[src/rtl/irq_exc_ctrl.sv]
// irq_exc_ctrl: sequential interrupt/exception controller.
// Synchronises N external interrupt lines, latches them as pending (edge or
// level), arbitrates lowest-index-first against the decoder's illegal
// instruction flag, and issues one-cycle trap pulses that steer PCSrc.
// EPC and cause are captured on each take; in_trap tracks kernel residency
// until eret.
module irq_exc_ctrl #(
    parameter int NUM_IRQ     = 4,
    parameter int PC_WIDTH    = 32,
    parameter int EDGE_MODE   = 1,
    parameter int SYNC_STAGES = 2,
    parameter int ID_W        = 4
) (
    input  logic                clk,
    input  logic                rst_n,
    input  logic [NUM_IRQ-1:0]  irq_in,
    input  logic                exc_in,
    input  logic [PC_WIDTH-1:0] pc_cur,
    input  logic                kernel,
    input  logic                stall,
    input  logic                eret,
    input  logic                mask_we,
    input  logic [NUM_IRQ-1:0]  mask_wdata,
    output logic [NUM_IRQ-1:0]  mask,
    output logic [NUM_IRQ-1:0]  pending,
    output logic                take_irq,
    output logic                take_exc,
    output logic [PC_WIDTH-1:0] epc,
    output logic [ID_W:0]       cause,
    output logic                in_trap
);

    localparam logic [0:0] ST_IDLE = 1'b0;
    localparam logic [0:0] ST_TRAP = 1'b1;

    logic [NUM_IRQ-1:0] sync_q [SYNC_STAGES];
    logic [NUM_IRQ-1:0] irq_s;
    logic [NUM_IRQ-1:0] irq_d;
    logic [NUM_IRQ-1:0] rise;
    logic [NUM_IRQ-1:0] req;
    logic [NUM_IRQ-1:0] win_onehot;
    logic [NUM_IRQ-1:0] clr_vec;
    logic [ID_W-1:0]    winner;
    logic [0:0]         state_q;
    logic               can_take;

    // Multi-flop synchroniser bringing the asynchronous request lines into clk
    always_ff @(posedge clk or negedge rst_n) begin
        if (!rst_n) begin
            for (int i = 0; i < SYNC_STAGES; i++) begin
                sync_q[i] <= '0;
            end
        end else begin
            sync_q[0] <= irq_in;
            for (int i = 1; i < SYNC_STAGES; i++) begin
                sync_q[i] <= sync_q[i-1];
            end
        end
    end

    assign irq_s = sync_q[SYNC_STAGES-1];

    // One-cycle delayed copy of the synchronised lines for rising-edge detection
    always_ff @(posedge clk or negedge rst_n) begin
        if (!rst_n) begin
            irq_d <= '0;
        end else begin
            irq_d <= irq_s;
        end
    end

    assign rise = irq_s & ~irq_d;

    generate
        if (EDGE_MODE != 0) begin : gen_edge
            // Edge-latched pending: a new edge wins over a same-cycle clear
            always_ff @(posedge clk or negedge rst_n) begin
                if (!rst_n) begin
                    pending <= '0;
                end else begin
                    pending <= (pending & ~clr_vec) | rise;
                end
            end
        end else begin : gen_level
            assign pending = irq_s;
        end
    endgenerate

    // Software-visible enable mask; a write lands at the next edge
    always_ff @(posedge clk or negedge rst_n) begin
        if (!rst_n) begin
            mask <= '0;
        end else if (mask_we) begin
            mask <= mask_wdata;
        end
    end

    assign req = pending & mask;

    // Fixed priority arbiter: the lowest-numbered requesting line wins
    always_comb begin
        winner     = '0;
        win_onehot = '0;
        for (int i = NUM_IRQ - 1; i >= 0; i--) begin
            if (req[i]) begin
                winner     = ID_W'(i);
                win_onehot = NUM_IRQ'(1) << i;
            end
        end
    end

    assign can_take = (state_q == ST_IDLE) & ~kernel & ~stall;
    assign take_irq = can_take & (|req);
    assign take_exc = can_take & exc_in & ~take_irq;
    assign clr_vec  = take_irq ? win_onehot : '0;
    assign in_trap  = (state_q == ST_TRAP);

    // Trap state plus EPC/cause capture; no nesting while a trap is active
    always_ff @(posedge clk or negedge rst_n) begin
        if (!rst_n) begin
            state_q <= ST_IDLE;
            epc     <= '0;
            cause   <= '0;
        end else if (take_irq || take_exc) begin
            state_q <= ST_TRAP;
            epc     <= pc_cur;
            cause   <= take_irq ? {1'b1, winner} : '0;
        end else if ((state_q == ST_TRAP) && eret) begin
            state_q <= ST_IDLE;
        end
    end

endmodule

[config.mk]
export PLATFORM = sky130hd
export DESIGN_NAME = irq_exc_ctrl
export DESIGN_NICKNAME = d
export VERILOG_FILES = /design/src/rtl/irq_exc_ctrl.sv
export SDC_FILE = /design/constraint.sdc
export NUM_CORES = 1
export LEC_CHECK = 0
export CAP_MARGIN = 20
export CORE_MARGIN = 8
export CORE_UTILIZATION = 46
export CTS_BUF_LIST = sky130_fd_sc_hd__clkbuf_4
export CTS_CLUSTER_SIZE = 20
export DETAILED_ROUTE_END_ITERATION = 7
export HOLD_SLACK_MARGIN = 0.06
export PLACE_DENSITY = 0.88
export SLEW_MARGIN = 20
export SYNTH_ARGS = -nofsm -noshare
export SYNTH_HDL_FRONTEND = slang
export SYNTH_SLANG_ARGS = --single-unit
[constraint.sdc]
create_clock -name clk -period 2.9 [get_ports clk]
set_input_delay 0.58 -clock clk [delete_from_list [all_inputs] [get_ports clk]]
set_output_delay 0.58 -clock clk [all_outputs]
set_load 0.1 [all_outputs]
-- After elaboration in Yosys (flattened, before gate mapping)
Index checks and enable logic that the tools add are counted.
- flip-flop bits (word level): 58
- latch bits: 0
- bits in writable memories: 0
- memory bits (read-only): 0
- input port bits: 47
- output and inout bits: 48
- word-level logic and storage cells: 39
- memories kept: 0
- $add $sub $neg: 0
- multiply operators: 0
- divide/modulo/power cells: 0
- magnitude comparators: 0
- equality and inequality tests: 0
- shift-type cells: 0
- multiplexer cells: 12
- bitwise logic cells: 15
- reduce and logical (&&, ||, !) cells: 4
- operators by type and width (operator ; count):
    2-to-1 mux 4 bit ; 5
    bitwise AND 4 bit ; 3
    2-to-1 mux 2 bit ; 4
    inverter 4 bit ; 2
    bitwise AND 1 bit ; 5
    2-to-1 mux 5 bit ; 1
    inverter 1 bit ; 4
    OR 4 bit ; 1
    OR reduction 4 bit ; 1
    2-to-1 mux 1 bit ; 2
    nonzero test 2 bit ; 1
    logical AND 1 bit ; 1
    logical OR 1 bit ; 1

-- Longest topological paths before layout
Gate-level depths: netlist of run 1.
- depth in word-level cells: 9
- mapped depth: 4
- mapped depth without buffers: 3

-- Worst setup path before layout of run 1
No wires, ideal clock.
- path type: reg-to-output
- start: reg pending[2]
- end: out take_exc
- arrival: 2.755 ns
- data required time: 2.320 ns
- slack: -0.435 ns
- stages on the path, launching flop included: 4
- buffers on the path: 0
- cells stage by stage: dfrtp_1 a22o_1 or2_2 nor2_1
- cells in the longest elaborated chain, start to end: 5
- RTL lines (item ; line ; source):
    start: declaration ; 25 ; output logic [NUM_IRQ-1:0] pending,
    start signal: assignment ; 81 ; pending <= (pending & ~clr_vec) | rise;
    bitwise AND 4 bit ; 98 ; assign req = pending & mask;
    OR reduction 4 bit ; 113 ; assign take_irq = can_take & (|req);
    bitwise AND 1 bit ; 113 ;
    inverter 1 bit ; 114 ; assign take_exc = can_take & exc_in & ~take_irq;
    bitwise AND 1 bit ; 114 ;
    end: declaration ; 27 ; output logic take_exc,
No other way between the ends.

-- Worst setup path after layout of run 1
- start: in kernel
- end: out take_exc
- cells in the longest elaborated chain, start to end: 6
- elaborated cells on any way between the ends: 7
- classes of those cells: bitwise: 7
- RTL lines (item ; line ; source):
    start: declaration ; 19 ; input logic kernel,
    inverter 1 bit * ; 112 ; assign can_take = (state_q == ST_IDLE) & ~kernel & ~stall;
    bitwise AND 1 bit * (2 in a row) ; 112 ;
    bitwise AND 1 bit ; 113 ;
    inverter 1 bit ; 114 ;
    bitwise AND 1 bit * ; 114 ;
Every way passes the cells marked *; elsewhere a longest branch is shown, timed or not.

==> impl_metrics.json, run 1 <==
{
  "outcome": "finished, final reports clean",
  "r2r-start": "pending[2]",
  "h-tree-depth": 2,
  "synth.area.mux_share_pct": 19.6,
  "pre_cts_ws_ns": 0.287,
  "instances_no_fill": 277,
  "synth_top_family_by_area": "multiplexers",
  "synth_cell_types": 19,
  "syn_area_um2": 2070,
  "row_count": 24,
  "power_density_nw_per_um2": 1010,
  "critPathKind": "input pin to output port",
  "worstSetupEndpointType": "output port",
  "synth_top_area_share_pct": 67.8,
  "vias_per_cell": 5.02,
  "max_freq_mhz": 403,
  "synth_fa_ha_area_share_pct": 0,
  "synth_cells": 127,
  "layout.nets": 271,
  "n_antenna_cell": 0,
  "die_w_um": 83.0,
  "p_comb_share_pct": 53.2,
  "fin_ws_ns": 0.418,
  "postCtsSetupBuffers": 0,
  "avgSynthCellArea_um2": 16.3,
  "dr.pass1.iters": 4,
  "net-switching-power_mw": 1.57,
  "clk_pin_slew_ns": 0.15,
  "overflow": 0,
  "port_buffers": 92,
  "ys_seq_area_share_pct": 67.8,
  "clk_latency_ns": 0.36,
  "p_int_mw": 1.49,
  "max-vdd-ir-drop_uv": 696,
  "start_util_pct": 47.4,
  "synth_simple_gate_area_share_pct": 2.73,
  "cp.arrival_ns": 1.90,
  "holdBufCountCts": 0,
  "gp_congestion": 0.736,
  "synth-compound-area-share_pct": 6.36,
  "hold_slack_ns": 0.338,
  "final.setup.tns_ns": 0,
  "syn_to_final_growth_pct": 46.3,
  "fin_skew_ns": 0.0115,
  "numCtsBuffers": 5,
  "synth_largest_area_cell": "dfrtp_1",
  "r2r-end": "epc[7]",
  "route.detailed.drc": 0,
  "hpwlAfterDp_um": 3620,
  "root_buffer": "clkbuf_4",
  "hold_path.class": "input pin to asynchronous set/reset pin",
  "grt_pass1_vias": 1608,
  "slew_headroom_pct": 39.9,
  "post-place-cells": 269,
  "synth-xor-area-share_pct": 0,
  "r2r_cells": 4,
  "cts_buffer_depth": 2,
  "avgRoutedWirePerCell_um": 16.9,
  "rsz0062_at_grt": "no",
  "grtUsageTotal_pct": 13.6,
  "yosys_warnings": 0,
  "crit_required_ns": 2.32,
  "switching_share_pct": 51.4,
  "pin_count": 95,
  "period_minus_slack_ns": 2.48,
  "total_power_mw": 3.06,
  "cts_resized": 0,
  "r2r_slack_ns": 0.65,
  "final-setup-viol-count": 0,
  "grt_max_degree": 57,
  "fp.dieArea_um2": 6890,
  "cts.sinks": 56,
  "cp_max_fo": 5,
  "grt_pass1_wl_um": 7910,
  "drt_iter0_markers": 31,
  "synth-seq-cells": 56,
  "core-area_um2": 4350,
  "period_share_pct": 85.6,
  "final-hold-violation-count": 0,
  "start_kind": "input pin",
  "drt-total-wl_um": 4690,
  "tightest_slew_ns": 0.901,
  "antenna_found_initial": 0,
  "cap_violations": 0,
  "clkPwrFrac_pct": 13.4,
  "ant_nets": 0,
  "num_vias": 1390,
  "p_seq_share_pct": 33.3,
  "synthTopCellsByArea": "dfrtp_1 68%, mux2_2 19%, a22o_1 3.4%",
  "slew_viol_final": 0,
  "drive_gt1_share_pct": 42.7,
  "cts_tree": "built",
  "dieHeight_um": 83.0,
  "power.leakage_nw": 1.37
}
==> metrics by stage <==
stage / utilization [%] / area, um2
6_report: 69.4 / 3020
3_3_place_gp: 67.6 / 2940
2_1_floorplan: - / 2070
3_5_place_dp: 67.6 / 2940
5_1_grt: 69.4 / 3020
4_1_cts: 69.4 / 3020
==> layout make-up <==
class	instances	area [um2]
fillers	321	1330
inverters	5	18.8
clock inverters	2	35.0
well taps	52	65.1
clock buffers	6	45.0
multi-input cells	62	603
flip-flops and latches	56	1400
repair buffers	94	853
==> worst max-delay path by stage <==
stage                     slack, ns       end       start
final                          0.42  take_exc      kernel
after floorplan                0.02  take_exc  pending[2]
after global placement         0.34   epc[31]      exc_in
after CTS                      0.41  take_exc      kernel
after global routing           0.32  take_exc      kernel
after detailed placement       0.29   epc[31]      exc_in
==> registers in the layout, summed over array words and instances (netlist names) <==
register  cells
pending       4
irq_s         4
epc          32
irq_d         4
mask          4
cause         3
in_trap       1
sync_q        4
==> worst max-delay path: stages <==
cell and delay, ns:
clkdlybuf4s50_1 0.46, nor3_2 0.38, nand2_1 0.15, nor2_2 0.15, buf_12 0.19
==> logic make-up (layout without fill, tap and decap cells) <==
kind of cell	after synthesis	after routing
AOI/OAI and AO/OA	13	13
buffers and inverters	10	107
DFF	56	56
muxes	36	36
other	1	2
and+or+nand+nor	11	11
==> Yosys cell counts <==
library cell and n:
a2111oi_2 1, a22o_1 8, a32o_1 2, and2_1 1, buf_4 2, buf_6 3, conb_1 1, dfrtp_1 56
inv_1 5, mux2_1 2, mux2_2 34, nand2_1 5, nand3_1 1, nand4_1 1, nor2_1 1, nor3_2 1
o21ai_0 1, o31ai_4 1, or2_2 1
==> layer usage <==
metal / vias up / global-route usage, % / routed length, um
met1: 682 / 16.1 / 1930
met5: - / 0 / 0
met3: 4 / 7.23 / 529
li1: 639 / - / -
met4: 0 / 3.35 / 24
met2: 65 / 21.1 / 2200
==> power groups by stage <==
stage | registers [mW] | logic [mW] | clock network (mW)
after detailed placement | 1.04 | 1.64 | 0
after global placement | 1.03 | 1.63 | 0
final | 1.02 | 1.63 | 0.412
after floorplan | 2.08 | 0.198 | 0
after CTS | 1.02 | 1.64 | 0.430
after global routing | 1.04 | 1.67 | 0.461
==> placed cells by master (no fill, tap or decap), drive strengths merged <==
master | Yosys | final
nor3 | 1 | 1
buf | 5 | 49
clkinv | 0 | 1
and2 | 1 | 1
nand2 | 5 | 5
nand4 | 1 | 1
or2 | 1 | 1
o21ai | 1 | 1
inv | 5 | 5
bufinv | 0 | 1
a32o | 2 | 2
dfrtp | 56 | 56
nor2 | 1 | 1
a22o | 8 | 8
clkdlybuf4s50 | 0 | 45
a2111oi | 1 | 1
clkbuf | 0 | 6
mux2 | 36 | 36
nand3 | 1 | 1
o31ai | 1 | 1
conb | 1 | 2
Power figures use the tool's default switching activity.
==> run 2: changes to the inputs <==
Settings changed: CAP_MARGIN 20 to default.
==> results of run 2 <==
Same layout as run 1: the final DEF is identical, and so are final timing and power.
